<file path="config.mk">
export PLATFORM = sky130hd
export DESIGN_NAME = mem_port_arbiter
export DESIGN_NICKNAME = d
export VERILOG_FILES = /design/src/rtl/mem_arb_pkg.sv /design/src/rtl/arb_rr2_pick.sv /design/src/rtl/mem_port_arbiter.sv
export SDC_FILE = /design/constraint.sdc
export NUM_CORES = 1
export LEC_CHECK = 0
export CAP_MARGIN = 0
export CELL_PAD_IN_SITES_DETAIL_PLACEMENT = 0
export CELL_PAD_IN_SITES_GLOBAL_PLACEMENT = 1
export CORE_UTILIZATION = 18
export CTS_CLUSTER_SIZE = 25
export DETAILED_ROUTE_END_ITERATION = 7
export PLACE_DENSITY = 0.83
export SLEW_MARGIN = 15
export SYNTH_ARGS = -nofsm -noshare
export SYNTH_HDL_FRONTEND = slang
export SYNTH_SLANG_ARGS = --single-unit
</file>
<file path="constraint.sdc">
create_clock -name clk -period 1.9 [get_ports clk]
set_input_delay 0.38 -clock clk [delete_from_list [all_inputs] [get_ports clk]]
set_output_delay 0.38 -clock clk [all_outputs]
set_load 0.05 [all_outputs]
</file>
<file path="src/rtl/mem_arb_pkg.sv">
// Shared types and constants for the memory port arbiter.
package mem_arb_pkg;

  typedef enum logic {
    IDLE    = 1'b0,
    RD_WAIT = 1'b1
  } arb_state_e;

  typedef enum logic {
    REQ_CPU = 1'b0,
    REQ_LDR = 1'b1
  } req_id_e;

  // Wide enough for MEM_LAT up to 7.
  localparam int LAT_W = $clog2(8);

endpackage

</file>
<file path="src/rtl/arb_rr2_pick.sv">
// Combinational 2-way round-robin picker; force_hi hands ties to requester 1.
module arb_rr2_pick
  import mem_arb_pkg::*;
(
  input  logic [1:0] req,
  input  logic       last,
  input  logic       force_hi,
  output logic [1:0] gnt
);

  always_comb begin
    gnt = 2'b00;
    case (req)
      2'b01:   gnt = 2'b01;
      2'b10:   gnt = 2'b10;
      2'b11:   gnt = (force_hi || last == REQ_CPU) ? 2'b10 : 2'b01;
      default: gnt = 2'b00;
    endcase
  end

endmodule

</file>
<file path="src/rtl/mem_port_arbiter.sv">
// Shares one memory port between the CPU and the loader; round-robin with a
// loader lock, and returns read data MEM_LAT cycles after the grant.
module mem_port_arbiter
  import mem_arb_pkg::*;
#(
  parameter int ADDR_W  = 5,
  parameter int DATA_W  = 8,
  parameter int MEM_LAT = 1
) (
  input  logic              clk,
  input  logic              rst,
  input  logic              cpu_req,
  input  logic              cpu_we,
  input  logic [ADDR_W-1:0] cpu_addr,
  input  logic [DATA_W-1:0] cpu_wdata,
  output logic              cpu_gnt,
  output logic              cpu_rvalid,
  output logic [DATA_W-1:0] cpu_rdata,
  input  logic              ldr_req,
  input  logic              ldr_we,
  input  logic [ADDR_W-1:0] ldr_addr,
  input  logic [DATA_W-1:0] ldr_wdata,
  input  logic              ldr_lock,
  output logic              ldr_gnt,
  output logic              ldr_rvalid,
  output logic [DATA_W-1:0] ldr_rdata,
  output logic [ADDR_W-1:0] mem_addr,
  output logic [DATA_W-1:0] mem_wdata,
  output logic              mem_we,
  output logic              mem_re,
  input  logic [DATA_W-1:0] mem_rdata,
  output logic              busy
);

  arb_state_e       state;
  req_id_e          last_gnt;
  req_id_e          owner;
  logic [LAT_W-1:0] lat_cnt;

  logic [1:0] pick;
  logic       gnt_en;
  logic       any_gnt;
  logic       win_ldr;
  logic       sel_we;
  logic       rd_done;
  logic       rd_owner_ldr;

  arb_rr2_pick u_pick (
    .req      ({ldr_req, cpu_req}),
    .last     (last_gnt),
    .force_hi (ldr_lock),
    .gnt      (pick)
  );

  // Grants are gated by reset so every output is quiet while rst is high.
  always_comb begin
    gnt_en  = (state == IDLE) && !rst;
    cpu_gnt = gnt_en & pick[0];
    ldr_gnt = gnt_en & pick[1];
    any_gnt = cpu_gnt | ldr_gnt;
    win_ldr = ldr_gnt;
    sel_we  = win_ldr ? ldr_we : cpu_we;
  end

  always_comb begin
    mem_addr  = '0;
    mem_wdata = '0;
    mem_we    = 1'b0;
    mem_re    = 1'b0;
    if (any_gnt) begin
      mem_addr  = win_ldr ? ldr_addr  : cpu_addr;
      mem_wdata = win_ldr ? ldr_wdata : cpu_wdata;
      mem_we    = sel_we;
      mem_re    = !sel_we;
    end
  end

  // Zero latency completes in the grant cycle; otherwise on the last wait cycle.
  always_comb begin
    rd_done      = 1'b0;
    rd_owner_ldr = 1'b0;
    if (MEM_LAT == 0) begin
      rd_done      = any_gnt && !sel_we;
      rd_owner_ldr = win_ldr;
    end else begin
      rd_done      = (state == RD_WAIT) && (lat_cnt == LAT_W'(1)) && !rst;
      rd_owner_ldr = (owner == REQ_LDR);
    end
    cpu_rvalid = rd_done && !rd_owner_ldr;
    ldr_rvalid = rd_done &&  rd_owner_ldr;
    cpu_rdata  = cpu_rvalid ? mem_rdata : '0;
    ldr_rdata  = ldr_rvalid ? mem_rdata : '0;
  end

  assign busy = (state == RD_WAIT);

  always_ff @(posedge clk or posedge rst) begin
    if (rst) begin
      state    <= IDLE;
      last_gnt <= REQ_LDR;
      owner    <= REQ_CPU;
      lat_cnt  <= '0;
    end else begin
      case (state)
        IDLE: begin
          if (any_gnt) begin
            last_gnt <= win_ldr ? REQ_LDR : REQ_CPU;
            if (!sel_we && MEM_LAT != 0) begin
              owner   <= win_ldr ? REQ_LDR : REQ_CPU;
              lat_cnt <= LAT_W'(MEM_LAT);
              state   <= RD_WAIT;
            end
          end
        end
        RD_WAIT: begin
          lat_cnt <= lat_cnt - LAT_W'(1);
          if (lat_cnt == LAT_W'(1)) state <= IDLE;
        end
        default: state <= IDLE;
      endcase
    end
  end

endmodule

</file>
== Word level (Yosys, flattened, before mapping) ==
Index checks and enable logic that the tools add are counted.

* Add/subtract/negate cells: 1
* Bitwise logic cells: 6
* Eq/ne operators: 6
* Multiplexer cells: 19
* Reductions and logical operators: 12

{| class="wikitable"
|+ Operator list
! operator !! count
|-
| 8-bit two-way mux || 4
|-
| 5-bit two-way mux || 2
|-
| 1-bit two-way mux || 7
|-
| 3-bit two-way mux || 2
|-
| 2-bit case mux with 3 select lines || 1
|-
| 3-bit case mux with 2 select lines || 1
|-
| 1-bit logical AND || 5
|-
| 2-bit equality test, second input constant || 2
|-
| 2-bit inequality test, second input constant || 2
|-
| 2-bit AND reduction || 2
|-
| 3-bit by 1-bit equality test with 1-bit output, second input constant || 1
|-
| 1-bit zero test || 3
|-
| 1-bit NOT || 3
|-
| 3-bit AND reduction || 1
|-
| 3-bit by 1-bit subtractor with 3-bit output, second input constant || 1
|-
| 1-bit AND || 2
|-
| 2-bit by 1-bit equality test with 1-bit output, second input constant || 1
|-
| 2-bit two-way mux || 1
|-
| 1-bit case mux with 2 select lines || 1
|-
| 1-bit logical OR || 1
|-
| 1-bit bitwise OR || 1
|}

* Input bits: 41
* Register bits after elaboration: 6
* Logic and storage cells: 48
* Output and inout bits: 36

== Depth between registers and ports, before layout ==
Gate-level depths: netlist of run 1.

* Depth in word-level cells: 9
* Gate-level depth with buffers: 6
* Mapped depth without buffers: 5

== By module ==
From an unflattened synthesis of run 1, not the netlist that was laid out.

* Cell total of the unflattened synthesis: 75
* Area total of the unflattened synthesis: 664.4 µm²

{| class="wikitable"
|+ Modules (own cells, without submodules)
! module !! cells each !! area an instance (µm²) !! instances
|-
| mem_port_arbiter || 71 || 634.4 || 1
|-
| arb_rr2_pick || 4 || 30.0 || 1
|}

== Worst setup path before layout of run 1 ==
OpenSTA, ideal clock, no wires.

* Path kind: register to output
* From: register state, in the netlist busy
* To: output mem_addr[0]
* Path buffers: 2
* Arrival time: 2.380 ns
* Setup slack: -0.860 ns
* Stages on the path, launching flop included: 6
* Data required time: 1.520 ns
* Cell sequence: dfrtp_1 -> buf_2 -> nor2_4 -> o21ai_2 -> buf_2 -> nor3_1

* Word-level cells in the longest chain between the ends: 5
* Elaborated cells on any way between the ends: 7
* Those cells by class: mux (2); bitwise (4); reduce/logical (1)

{| class="wikitable"
|+ RTL lines
! element !! RTL line !! source
|-
| start: declaration || mem_port_arbiter.sv:35 || <nowiki>arb_state_e state;</nowiki>
|-
| start signal: assignment || mem_port_arbiter.sv:99 || <nowiki>state <= IDLE;</nowiki>
|-
| start signal: assignment || mem_port_arbiter.sv:111 || <nowiki>state <= RD_WAIT;</nowiki>
|-
| start signal: assignment || mem_port_arbiter.sv:117 || <nowiki>if (lat_cnt == LAT_W'(1)) state <= IDLE;</nowiki>
|-
| 1-bit NOT (no line) (*) || - ||
|-
| 1-bit logical AND (*) || mem_port_arbiter.sv:57 || <nowiki>gnt_en = (state == IDLE) && !rst;</nowiki>
|-
| 1-bit AND (on tied branches) || mem_port_arbiter.sv:59, mem_port_arbiter.sv:58 ||
|-
| 5-bit two-way mux or 1-bit bitwise OR (tied branches) || mem_port_arbiter.sv:71, mem_port_arbiter.sv:60 ||
|-
| 5-bit two-way mux (*) || mem_port_arbiter.sv:70 || <nowiki>if (any_gnt) begin</nowiki>
|-
| end: declaration || mem_port_arbiter.sv:27 || <nowiki>output logic [ADDR_W-1:0] mem_addr,</nowiki>
|}

Every way passes the cells marked *; elsewhere a longest branch is shown, timed or not.

== Worst setup path in the final report of run 1 ==
* From: register last_gnt
* To: output mem_wdata[0]

* Word-level cells in the longest chain between the ends: 7
* Elaborated cells on any way between the ends: 9
* Those cells by class: mux (4); bitwise (4); reduce/logical (1)

{| class="wikitable"
|+ RTL lines
! element !! RTL line !! source
|-
| start: declaration || mem_port_arbiter.sv:36 || <nowiki>req_id_e last_gnt;</nowiki>
|-
| start signal: assignment || mem_port_arbiter.sv:107 || <nowiki>last_gnt <= win_ldr ? REQ_LDR : REQ_CPU;</nowiki>
|-
| 1-bit NOT (*) || arb_rr2_pick.sv:16 || <nowiki>2'b11: gnt = (force_hi || last == REQ_CPU) ? 2'b10 : 2'b01;</nowiki>
|-
| 1-bit logical OR (*) || arb_rr2_pick.sv:16 ||
|-
| 2-bit two-way mux (*) || arb_rr2_pick.sv:16 ||
|-
| 2-bit case mux with 3 select lines (*) || arb_rr2_pick.sv:13 || <nowiki>case (req)</nowiki>
|-
| 1-bit AND (on tied branches) || mem_port_arbiter.sv:59, mem_port_arbiter.sv:58 ||
|-
| 8-bit two-way mux or 1-bit bitwise OR (tied branches) || mem_port_arbiter.sv:72, mem_port_arbiter.sv:60 ||
|-
| 8-bit two-way mux (*) || mem_port_arbiter.sv:70 ||
|-
| end: declaration || mem_port_arbiter.sv:28 || <nowiki>output logic [DATA_W-1:0] mem_wdata,</nowiki>
|}

Marks and branches as above.

==> impl_summary.txt, run 1 <==
----------------------------------------------------
[Status]
  Run status ... finished, violations left
  Failing checks ... setup timing

[Synthesis]
  Synthesis warning total ... 0
  Synth Cell Area ... 754 sq um
  Post-synth cell types ... 27
  Leading area contributor after synthesis ... sky130_fd_sc_hd__nor3_1
  Synthesized flop and latch total ... 6
  Average cell area after synthesis ... 7.40 sq um
  Synth Net Count ... 145
  Top post-synthesis cells by area ... sky130_fd_sc_hd__nor3_1, sky130_fd_sc_hd__dfrtp_1, sky130_fd_sc_hd__and2_1, sky130_fd_sc_hd__nor2_1, sky130_fd_sc_hd__dfstp_2
  Portion of the post-synthesis area used by sequential elements ... 20.1%
  Number of instances in the synthesized netlist ... 102
  Top-area cell type share of the netlist area ... 17.2%

[GRT]
  Global-route total usage across every layer ... 20.5%
  Antenna violations before repair ... 0
  Number of global-route vias before repair ... 1322
  Overflow left after global routing ... 0
  Wire length of the first global-routing pass ... 6670 um
  Maximum number of pins on one net before global-route repair ... 15

[Final layout]
  Sequential cell area ... 154 sq um
  Number of nets at the end of the flow ... 257
  Share of cells above drive strength 1 ... 66.2%
  Diodes inserted ... 0
  Area of the multi-input gates ... 898 sq um
  Layout filler cell count ... 278
  Area added between synthesis and finish ... 246%
  Fraction of the core area covered by cells at the end of the flow ... 65.2%

[Routing]
  Routed wire length ... 4590 um
  Detailed Route Iter0 Violations ... 31
  Highest routed layer ... met4
  Metal2 WL ... 2580 um
  Total iterations of the first detailed-routing run ... 6
  Post-DRT Antenna Nets ... 0
  Vias per inst ... 4.67
  Mean routed wirelength per cell ... 17.4 um
  Total length of routed met3 wires ... 137 um
  Wire length on met1 ... 1710 um
  Post-route DRC violation count ... 0
  Number of vias in the routed layout ... 1229

[Placed design]
  Number of port buffers ... 76
  DPL Wire Length ... 2870 um
  Gpl congestion ... 0.707
  Minimum setup slack after placement ... -0.295 ns

[Clocking]
  Htree depth ... 1
  Clock sinks ... 6
  Clock tree from TritonCTS ... yes
  Clk Latency, worst-skew pair ... 0.23 ns
  Clock root cell ... sky130_fd_sc_hd__clkbuf_8
  Number of buffers inserted by hold repair at cts ... 0
  Max clock buf depth ... 2
  Number of buffers inserted during clock tree synthesis ... 3
  CTS clk-pin slew, worst paths ... 0.04 ns

[Critical path]
  WP data arrival ... 1.69 ns
  Critical-path maximum fanout ... 7
  Critical path start-end classification ... flop to primary output
  Critical path required time ... 1.52 ns
  Startpoint type of the worst setup path ... flop
  Endpoint type of the worst setup path ... primary output

[STA]
  Setup violation total in the final timing report ... 33
  Worst slew pin tran ... 0.365 ns
  Clk_skew ... 0.00515 ns
  Min Hold Slack ... 0.424 ns
  Clock period minus final worst setup slack ... 2.07 ns
  Setup repair after global routing missed its margin ... yes
  Maximum frequency from static timing analysis ... 482 MHz
  Final hold viol count ... 0
  Number of pins exceeding their max-slew limit in the final report ... 0
  Final WS setup ... -0.174 ns
  Relative max-transition margin ... 75.7%
  Period utilisation layout ... 109%

[Power and ir drop]
  Worst supply voltage drop on vdd ... 0.000479 V
  Final total power ... 2.42 mW
  P_leak ... 1.06 nW
  Ratio of total power to cell area ... 928 mW/mm^2

[Floorplan]
  Placeable Area ... 0.00400 sq mm
  IO Count ... 77
  Num rows ... 23
  Initial cell density of the core ... 18.9%
  Die outline area ... 0.00445 sq mm
  DIE WIDTH ... 66.7 um
  Vertical extent of the die ... 66.7 um

[Flow run]
  Max cap viols ... 0

[Worst hold path]
  Hold crit path type ... primary input to asynchronous set/reset pin

----------------------------------------------------
==> placed cells by master, fill, tap and decap left out, types with 2 or more instances in the layout <==
cell type                         count
sky130_fd_sc_hd__clkdlybuf4s50_1     36
sky130_fd_sc_hd__buf_12              32
sky130_fd_sc_hd__nor3_4              21
sky130_fd_sc_hd__buf_4               21
sky130_fd_sc_hd__and2_4              17
sky130_fd_sc_hd__buf_6               17
sky130_fd_sc_hd__nor2_1              13
sky130_fd_sc_hd__nor3_2               6
sky130_fd_sc_hd__inv_1                4
sky130_fd_sc_hd__nor2_4               3
sky130_fd_sc_hd__clkbuf_8             3
sky130_fd_sc_hd__dlygate4sd2_1        3
sky130_fd_sc_hd__dfrtp_1              3
sky130_fd_sc_hd__nand2_1              2
sky130_fd_sc_hd__o21ai_0              2
sky130_fd_sc_hd__nor2_2               2
sky130_fd_sc_hd__dfrtp_2              2
==> power by group <==
part	leakage (nW)	switching [mW]	internal, mW
Clock	0.0228	0.0715	0.146
Sequential	0.0664	0.0864	0.206
Combinational	0.974	0.974	0.938
==> Yosys cell counts <==
library cell	instances
sky130_fd_sc_hd__and4_4	1
sky130_fd_sc_hd__and3_2	1
sky130_fd_sc_hd__nor4_4	1
sky130_fd_sc_hd__nor2_1	17
sky130_fd_sc_hd__ha_1	2
sky130_fd_sc_hd__a2bb2oi_2	1
sky130_fd_sc_hd__a21o_1	1
sky130_fd_sc_hd__dfstp_2	1
sky130_fd_sc_hd__o41ai_1	1
sky130_fd_sc_hd__or2_2	2
sky130_fd_sc_hd__and2_1	17
sky130_fd_sc_hd__o22a_1	1
sky130_fd_sc_hd__dfrtp_1	5
sky130_fd_sc_hd__nor3_4	1
sky130_fd_sc_hd__buf_2	5
sky130_fd_sc_hd__nand3b_1	1
sky130_fd_sc_hd__o21ai_0	2
sky130_fd_sc_hd__o21ai_2	1
sky130_fd_sc_hd__buf_6	1
sky130_fd_sc_hd__inv_1	5
sky130_fd_sc_hd__nand2_1	4
sky130_fd_sc_hd__nor4b_4	1
sky130_fd_sc_hd__a31oi_4	1
sky130_fd_sc_hd__a211oi_1	1
sky130_fd_sc_hd__xnor2_1	1
sky130_fd_sc_hd__nor3_1	26
sky130_fd_sc_hd__nor2_4	1
==> layer usage <==
layer	vias to the layer above	GRT usage, %
met3	18	4.28
met4	0	8.24
met2	36	35.9
li1	574	-
met5	-	0
met1	601	23.9
==> final cells by class <==
cell class,instances,share of cell area [%]
Timing Repair Buffer,113,54.8
Multi-Input combinational cell,85,34.4
Sequential cell,6,5.90
Tap cell,50,2.40
Clock buffer,4,1.73
Inverter,5,0.719
==> worst paths after layout <==
check | slack [ns] | end | cells after the start | startpoint
setup / recovery | -0.17 | mem_wdata[0] | 6 | last_gnt
min in group clk | 0.57 | lat_cnt[1] | 2 | lat_cnt[1]
max in group asynchronous | 1.20 | last_gnt | 4 | rst
hold / removal | 0.42 | lat_cnt[2] | 4 | rst
hold reg to reg | 0.57 | lat_cnt[1] | 2 | lat_cnt[1]
setup reg to reg | 0.23 | lat_cnt[1] | 6 | last_gnt
==> through the flow <==
stage | instances | setup TNS [ns] | area (sq um)
finish | 263 | -3.23 | 2610
global route | 263 | -5.51 | 2610
CTS | 261 | -2.29 | 2590
detailed placement | 239 | -6.71 | 2240
global placement | 239 | -6.21 | 2240
floorplan | 102 | -7.86 | 1060
==> sequential cells by signal, indices dropped and copies added (netlist names) <==
signal / flops
busy: 1
last_gnt: 1
lat_cnt: 3
owner: 1
==> worst max-delay path: stages (launching register included) <==
cell and delay [ns]:
sky130_fd_sc_hd__dfstp_2 0.53, sky130_fd_sc_hd__nand3b_1 0.14, sky130_fd_sc_hd__nand2_2 0.17, sky130_fd_sc_hd__clkbuf_16 0.19, sky130_fd_sc_hd__nor3_4 0.05, sky130_fd_sc_hd__nor3_4 0.20
sky130_fd_sc_hd__buf_6 0.18
==> what timing repair did <==
item                       in CTS  in global routing
setup endpoints to repair      35                 34
hold endpoints to repair        0                  0
pin swaps                      14                 13
buffers inserted               14                  4
gates cloned                    5                  0
gates resized for setup        43                  8
==> logic make-up (layout without fill, tap and decap cells) <==
kind of cell,after synthesis,after routing,share of synthesized area [%]
adder cells (fa/ha/maj),2,2,3.32
buffers and inverters,11,122,7.30
flip-flops,6,6,20.1
XOR/XNOR,1,1,1.16
AO/OA/AOI/OAI,9,9,11.6
AND/OR/NAND/NOR,73,73,56.5
No activity file was read; power rests on OpenSTA's default activity.
==> inputs of run 2 (changes only) <==
--- a/config.mk
+++ b/config.mk
@@ -8,10 +8,11 @@
 export CAP_MARGIN = 0
 export CELL_PAD_IN_SITES_DETAIL_PLACEMENT = 0
 export CELL_PAD_IN_SITES_GLOBAL_PLACEMENT = 1
-export CORE_UTILIZATION = 18
+export CORE_UTILIZATION = 38
 export CTS_CLUSTER_SIZE = 25
 export DETAILED_ROUTE_END_ITERATION = 7
-export PLACE_DENSITY = 0.83
+export DONT_BUFFER_PORTS = 1
+export PLACE_DENSITY = 0.79
 export SLEW_MARGIN = 15
 export SYNTH_ARGS = -nofsm -noshare
 export SYNTH_HDL_FRONTEND = slang
==> impl_summary.txt, run 2 <==
----------------------------------------------------
[Status]
  Run status ... stopped before the end
  Stage at which the flow ended ... 5_1_grt
  First logged error message ... [ERROR DPL-0033] detailed placement checks failed during check placement.

[Placed design]
  Number of port buffers ... 0
  Gpl congestion ... 0.761
  DPL Wire Length ... 2060 um

[Synthesis]
  Synthesis warning total ... 0
  Number of instances in the synthesized netlist ... 102
  Synth Net Count ... 145
  Portion of the post-synthesis area used by sequential elements ... 20.1%
  Top-area cell type share of the netlist area ... 17.2%
  Synthesized flop and latch total ... 6
  Leading area contributor after synthesis ... sky130_fd_sc_hd__nor3_1
  Post-synth cell types ... 27
  Count of flip-flops with a built-in enable after synthesis ... 0
  Top post-synthesis cells by area ... sky130_fd_sc_hd__nor3_1, sky130_fd_sc_hd__dfrtp_1, sky130_fd_sc_hd__and2_1, sky130_fd_sc_hd__nor2_1, sky130_fd_sc_hd__dfstp_2
  Primary flip-flop cell chosen by synthesis mapping ... sky130_fd_sc_hd__dfrtp_1
  Synth Cell Area ... 754 sq um
  Top-count cell post-synth ... sky130_fd_sc_hd__nor3_1
  Post-synthesis async set-or-reset flop share ... 100%
  Top cells by count, synth ... sky130_fd_sc_hd__nor3_1, sky130_fd_sc_hd__and2_1, sky130_fd_sc_hd__nor2_1
  Average cell area after synthesis ... 7.40 sq um

[Floorplan]
  Initial cell density of the core ... 41.9%
  DIE WIDTH ... 46.6 um
  Num rows ... 15
  Vertical extent of the die ... 46.6 um
  IO Count ... 77

[Clocking]
  Htree depth ... 1
  Number of buffers inserted during clock tree synthesis ... 3
  Clock sinks ... 6
  Clock root cell ... sky130_fd_sc_hd__clkbuf_4
  Max clock buf depth ... 2

[STA]
  Worst endpoint type ... output port
  Pin ending the worst setup path after global-route repair ... mem_wdata[2]

[GRT]
  Maximum number of pins on one net before global-route repair ... 15
  Antenna violations before repair ... 0

----------------------------------------------------
==> run 2: cell counts after synthesis <==
No cell type changed its count.
==> run 2: what timing repair did <==
action	CTS
hold buffers	1
hold endpoints to repair	5
gates cloned	0
pin swaps	24
resized for setup	37
endpoints found under the setup margin	34
setup buffers	15
==> run 2: cells by family after synthesis <==
| logic type | count (synthesis) | synth area share, % |
|---|---|---|
| and+or+nand+nor | 73 | 56.5 |
| adders and majority gates | 2 | 3.32 |
| AOI/OAI and AO/OA | 9 | 11.6 |
| DFF | 6 | 20.1 |
| buffers and inverters | 11 | 7.30 |
| xor gates and xnor gates | 1 | 1.16 |
==> run 2: through the flow <==
| stage | instance area (sq um) | setup slack [ns] | utilization, % | cells | hold WS, ns |
|---|---|---|---|---|---|
| after floorplan | 1060 | -0.455 | - | 102 | 0.170 |
| after global placement | 1420 | 0.00758 | 78.5 | 145 | 0.195 |
| after detailed placement | 1420 | -0.0184 | 78.5 | 145 | 0.201 |
| after CTS | 1690 | -0.0901 | 94.0 | 164 | 0.369 |
==> inputs of run 3 (changes only) <==
--- a/config.mk
+++ b/config.mk
@@ -6,13 +6,11 @@
 export NUM_CORES = 1
 export LEC_CHECK = 0
 export CAP_MARGIN = 0
-export CELL_PAD_IN_SITES_DETAIL_PLACEMENT = 0
-export CELL_PAD_IN_SITES_GLOBAL_PLACEMENT = 1
-export CORE_UTILIZATION = 38
-export CTS_CLUSTER_SIZE = 25
+export CORE_AREA = 2 2 63 65
 export DETAILED_ROUTE_END_ITERATION = 7
+export DIE_AREA = 0 0 65 67
 export DONT_BUFFER_PORTS = 1
-export PLACE_DENSITY = 0.79
+export PLACE_DENSITY_LB_ADDON = 0.15
 export SLEW_MARGIN = 15
 export SYNTH_ARGS = -nofsm -noshare
 export SYNTH_HDL_FRONTEND = slang
==> impl_summary.txt, run 3 (synthesis results as in run 1) <==
----------------------------------------------------
[Routing]
  Post-DRT Antenna Nets ... 0
  Total iterations of the first detailed-routing run ... 3
  Vias per inst ... 4.72
  Detailed Route Iter0 Violations ... 13
  Routed wire length ... 2670 um
  Post-route DRC violation count ... 0
  Mean routed wirelength per cell ... 14.3 um
  Number of vias in the routed layout ... 878

[GRT]
  Met2 capacity usage during global routing ... 22.0%
  Overflow left after global routing ... 0
  Antenna violations before repair ... 0
  Global routing usage on met1 ... 14.2%
  Met3 global-route usage ... 3.21%
  Maximum number of pins on one net before global-route repair ... 15
  Number of global-route vias before repair ... 917
  Wire length of the first global-routing pass ... 4160 um
  Global-route total usage across every layer ... 12.3%
  Routing layer with the top usage in global route ... met2

[Clocking]
  Clock sinks ... 6
  Number of buffers inserted during clock tree synthesis ... 3
  Clock tree from TritonCTS ... yes
  CTS clk-pin slew, worst paths ... 0.04 ns
  Clock root cell ... sky130_fd_sc_hd__clkbuf_8
  Clk Latency, worst-skew pair ... 0.22 ns
  Max clock buf depth ... 2
  Htree depth ... 1

[Critical path]
  Stages on the worst setup path ... 6
  Critical path start-end classification ... flop to primary output
  Critical-path cell with the highest stage delay ... sky130_fd_sc_hd__dfrtp_2
  Startpoint type of the worst setup path ... flop
  R2R setup slack ... 0.32 ns
  Reg-to-reg critical path startpoint ... last_gnt
  Number of cells on the worst reg-to-reg path ... 6
  Critical-path maximum fanout ... 13
  Endpoint type of the worst setup path ... primary output
  Reg2Reg Capture Point ... lat_cnt[1]
  Number of buffers and inverters on the critical path ... 3
  WP data arrival ... 1.57 ns
  Sequence of cells on the critical path ... buf_6, nor2_4, o21ai_4, buf_12, nor3_4, buf_12
  Critical path required time ... 1.52 ns
  Cell family with most CP delay ... buffers and inverters
  Critical Path Max Stage Delay ... 0.42 ns
  Critical path's most frequent cell ... sky130_fd_sc_hd__buf_12

[Placed design]
  Number of instances in the placed design ... 172
  Minimum setup slack after placement ... 0.0658 ns
  Number of port buffers ... 0
  Post-Place Cell Area ... 0.00149 sq mm
  DPL Wire Length ... 2130 um
  Gpl congestion ... 0.712

[Final layout]
  Most common cell after layout, fill and taps aside ... sky130_fd_sc_hd__buf_12
  Number of nets at the end of the flow ... 182
  Highest-count cells in the layout ignoring fill and taps ... sky130_fd_sc_hd__buf_12, sky130_fd_sc_hd__and2_4, sky130_fd_sc_hd__nor3_4, sky130_fd_sc_hd__buf_4, sky130_fd_sc_hd__nor3_2
  Diodes inserted ... 0
  Largest register FFs ... 3
  Layout filler cell count ... 328
  Post-layout instance area ... 0.00170 sq mm
  Fraction of the core area covered by cells at the end of the flow ... 47.2%
  Top reg by flops ... lat_cnt
  Share of cells above drive strength 1 ... 82.6%
  Area added between synthesis and finish ... 126%
  Count of placed standard cells in the final layout, fillers left out ... 186

[Worst hold path]
  Launch instance of the worst min-delay path ... cpu_we
  Hold-critical path endpoint ... owner
  Hold crit path type ... primary input to flop
  Worst hold path stage count ... 2

[STA]
  Final WS setup ... -0.0512 ns
  Maximum frequency from static timing analysis ... 512 MHz
  Clk_skew ... 0.00159 ns
  Relative max-transition margin ... 76.8%
  Setup repair after global routing missed its margin ... yes
  Final hold viol count ... 0
  Setup total negative slack ... -0.626 ns
  Period utilisation layout ... 103%
  Clock period minus final worst setup slack ... 1.95 ns
  Number of pins exceeding their max-slew limit in the final report ... 0
  Setup violation total in the final timing report ... 20
  Worst slew pin tran ... 0.348 ns
  Min Hold Slack ... 0.393 ns

[Floorplan]
  Vertical extent of the die ... 67 um
  IO Count ... 77
  Placeable Area ... 0.00361 sq mm
  Initial cell density of the core ... 20.9%
  Num rows ... 22
  Die outline area ... 0.00436 sq mm
  DIE WIDTH ... 65 um

[Status]
  Run status ... finished, violations left
  Failing checks ... setup timing

[Power and ir drop]
  Ratio of total power to cell area ... 1170 mW/mm^2
  Worst supply voltage drop on vdd ... 0.000542 V
  Final total power ... 1.99 mW
  P_leak ... 0.635 nW

[Flow run]
  Max cap viols ... 0

----------------------------------------------------
==> run 3: cell type report <==
type	instances	area, sq um	area share [%]
Clock buffer	4	45.0	2.65
Sequential cell	6	153	8.96
Tap cell	48	60.1	3.53
Timing Repair Buffer	38	523	30.7
Inverter	5	18.8	1.10
Multi-Input combinational cell	85	903	53.0
==> run 3: where the power goes <==
group	switching (mW)	total (mW)	internal [mW]
logic	0.821	1.51	0.685
clock network	0.0597	0.204	0.145
registers	0.0772	0.281	0.204
total	0.958	1.99	1.03
==> run 3: layer usage <==
metal / part of all wire, % / wire [um]
met1: 36 / 972
met2: 53 / 1420
met3: 9.7 / 260
met4: 0.71 / 19
met5: 0 / 0
==> run 3: repair_timing <==
item                       in CTS  in global routing
pin swaps                      26                 12
setup endpoints to repair      34                 33
setup buffers                   7                  2
resized for setup              33                  3
gates cloned                    1                  0
hold buffers                    1                  0
hold endpoints to repair        5                  0
==> run 3: how the worst max path moves through the flow <==
| stage | to | start |
|---|---|---|
| after global placement | mem_wdata[3] | last_gnt |
| after global routing | mem_re | last_gnt |
| after floorplan | ldr_rdata[0] | busy |
| after CTS | mem_wdata[3] | last_gnt |
| after detailed placement | cpu_rdata[6] | lat_cnt[1] |
| final | mem_wdata[2] | busy |
==> run 3: worst reg2reg max path, cell delays in order (launching register included) <==
cell and delay [ns]:
sky130_fd_sc_hd__dfstp_2 0.52, sky130_fd_sc_hd__nand3b_1 0.12, sky130_fd_sc_hd__buf_4 0.18, sky130_fd_sc_hd__a31oi_4 0.21, sky130_fd_sc_hd__nor3_4 0.08, sky130_fd_sc_hd__buf_12 0.15
sky130_fd_sc_hd__a211oi_1 0.22
==> inputs of run 4 (changes only) <==
--- a/config.mk
+++ b/config.mk
@@ -11,6 +11,7 @@
 export DIE_AREA = 0 0 65 67
 export DONT_BUFFER_PORTS = 1
 export PLACE_DENSITY_LB_ADDON = 0.15
+export REMOVE_ABC_BUFFERS = 1
 export SLEW_MARGIN = 15
 export SYNTH_ARGS = -nofsm -noshare
 export SYNTH_HDL_FRONTEND = slang
==> impl_summary.txt, run 4 (synthesis results as in run 1) <==
----------------------------------------------------
[Floorplan]
  Num rows ... 22
  DIE WIDTH ... 65 um
  Vertical extent of the die ... 67 um
  Die outline area ... 0.00436 sq mm
  IO Count ... 77
  Placeable Area ... 0.00361 sq mm
  Initial cell density of the core ... 20.9%

[Routing]
  Post-route DRC violation count ... 0
  Mean routed wirelength per cell ... 15.0 um
  Total iterations of the first detailed-routing run ... 4
  Post-DRT Antenna Nets ... 0
  Detailed Route Iter0 Violations ... 18
  Vias per inst ... 4.70
  Number of vias in the routed layout ... 950
  Routed wire length ... 3020 um

[Critical path]
  R2R setup slack ... 0.22 ns
  Startpoint type of the worst setup path ... flop
  Critical-path cell with the highest stage delay ... sky130_fd_sc_hd__dfstp_2
  Critical path start-end classification ... flop to primary output
  Sequence of cells on the critical path ... nand3b_1, nand2_2, clkbuf_16, nor3_1, nor3_1, buf_4
  Endpoint type of the worst setup path ... primary output
  Critical path's most frequent cell ... sky130_fd_sc_hd__nor3_1
  WP data arrival ... 1.65 ns
  Critical path required time ... 1.52 ns
  Number of cells on the worst reg-to-reg path ... 7
  Critical Path Max Stage Delay ... 0.53 ns
  Critical-path maximum fanout ... 6

[STA]
  Final WS setup ... -0.131 ns
  Setup repair after global routing missed its margin ... yes
  Clk_skew ... 0.00625 ns
  Relative max-transition margin ... 66.4%
  Final hold viol count ... 0
  Number of pins exceeding their max-slew limit in the final report ... 0
  Setup violation total in the final timing report ... 27
  Clock period minus final worst setup slack ... 2.03 ns
  Maximum frequency from static timing analysis ... 492 MHz
  Worst slew pin tran ... 0.503 ns
  Period utilisation layout ... 107%

[Clocking]
  Htree depth ... 1
  Clock tree from TritonCTS ... yes
  CTS clk-pin slew, worst paths ... 0.04 ns
  Number of buffers inserted during clock tree synthesis ... 3
  Clk Latency, worst-skew pair ... 0.23 ns
  Clock sinks ... 6
  Clock root cell ... sky130_fd_sc_hd__clkbuf_8
  Max clock buf depth ... 2

[Power and ir drop]
  Net switching share of the total power ... 49.1%
  Final total power ... 1.75 mW
  Clk network pwr share ... 12.0%
  Gate power share ... 70.4%
  P_leak ... 0.684 nW
  Net load switching power ... 0.857 mW
  Cell internal power dissipation ... 0.888 mW
  Register share of total power ... 17.6%
  Worst supply voltage drop on vdd ... 0.000548 V
  Ratio of total power to cell area ... 1080 mW/mm^2

[Final layout]
  Most common cell after layout, fill and taps aside ... sky130_fd_sc_hd__buf_4
  Sequential cell area ... 154 sq um
  Fraction of the core area covered by cells at the end of the flow ... 44.6%
  Area added between synthesis and finish ... 113%
  Number of nets at the end of the flow ... 198
  Layout filler cell count ... 354
  Count of placed standard cells in the final layout, fillers left out ... 202
  Area of the multi-input gates ... 662 sq um
  Largest register FFs ... 3
  Share of cells above drive strength 1 ... 64.3%
  Highest-count cells in the layout ignoring fill and taps ... sky130_fd_sc_hd__buf_4, sky130_fd_sc_hd__nor3_1, sky130_fd_sc_hd__and2_4, sky130_fd_sc_hd__buf_12, sky130_fd_sc_hd__nor2_1
  Top reg by flops ... lat_cnt
  Diodes inserted ... 0

[Worst hold path]
  Worst hold path stage count ... 2
  Hold crit path type ... primary input to flop

[Status]
  Run status ... finished, violations left
  Failing checks ... setup timing

[GRT]
  Global-route total usage across every layer ... 13.2%
  Overflow left after global routing ... 0
  Maximum number of pins on one net before global-route repair ... 18
  Antenna violations before repair ... 0
  Number of global-route vias before repair ... 913
  Wire length of the first global-routing pass ... 4390 um

[Placed design]
  DPL Wire Length ... 2180 um
  Minimum setup slack after placement ... -0.0000110 ns
  Number of instances in the placed design ... 183
  Gpl congestion ... 0.718
  Number of port buffers ... 0

[Flow run]
  Max cap viols ... 0

----------------------------------------------------
[run 4: cell types whose count changed in the layout (fill, tap and decap cells not counted), moves of 2 or more]
cell and delta:
sky130_fd_sc_hd__and2_4 +2, sky130_fd_sc_hd__buf_4 +12, sky130_fd_sc_hd__nor2_1 +12, sky130_fd_sc_hd__nor2_2 -6, sky130_fd_sc_hd__nor2_4 -6, sky130_fd_sc_hd__nor3_1 +21
sky130_fd_sc_hd__nor3_2 -7, sky130_fd_sc_hd__nor3_4 -14
[run 4: power groups by stage]
stage          Combinational, mW  Sequential (mW)  Clock, mW
2_1_floorplan              0.654            0.319          0
3_3_place_gp                1.00            0.285          0
3_5_place_dp                1.02            0.289          0
4_1_cts                     1.17            0.307      0.214
5_1_grt                     1.31            0.320      0.222
6_report                    1.23            0.308      0.209
[run 4: final cells by class]
| cell class | count | share of cell area [%] |
|---|---|---|
| Clock buffer | 4 | 2.80 |
| Timing Repair Buffer | 53 | 41.6 |
| Tap cell | 48 | 3.73 |
| Inverter | 5 | 1.17 |
| Multi-Input combinational cell | 86 | 41.1 |
| Sequential cell | 6 | 9.56 |
[run 4: metrics by stage]
stage	hold slack (ns)	cell area, sq um	setup TNS, ns
after floorplan	0.170	718	-23.21
after global placement	0.204	1300	0
after detailed placement	0.213	1300	-0.0000110
after CTS	0.365	1510	-1.64
after global routing	0.376	1610	-4.23
final	0.374	1610	-2.08
[run 4: worst max-delay path: cells and delay by family, from the launching register on]
family,cells,cell delay (ns)
DFF,1,0.53
buffers and inverters,2,0.39
and+or+nand+nor,4,0.51
[run 4: repair_timing]
item / CTS / global route
setup endpoints to repair: 33 / 32
setup buffers: 8 / 2
gates resized for setup: 32 / 15
endpoints found under the hold margin: 5 / 0
hold buffers: 1 / 0
pin swaps: 13 / 12
gates cloned: 1 / 3
[run 4: path summary, 6_finish.rpt]
check,to,start
max,mem_addr[3],last_gnt
max reg2reg,busy,last_gnt
min reg2reg,lat_cnt[0],lat_cnt[0]
min in group asynchronous,owner,rst
max in group asynchronous,last_gnt,rst
min,owner,cpu_we
[run 4: routing by layer]
layer | wire length (um) | part of all wire [%] | global-route usage [%] | vias up
li1 | - | - | - | 454
met3 | 287 | 9.5 | 4.73 | 2
met1 | 1110 | 37 | 14.0 | 442
met2 | 1610 | 53 | 25.4 | 52
met5 | 0 | 0 | 0 | -
met4 | 13 | 0.43 | 1.60 | 0
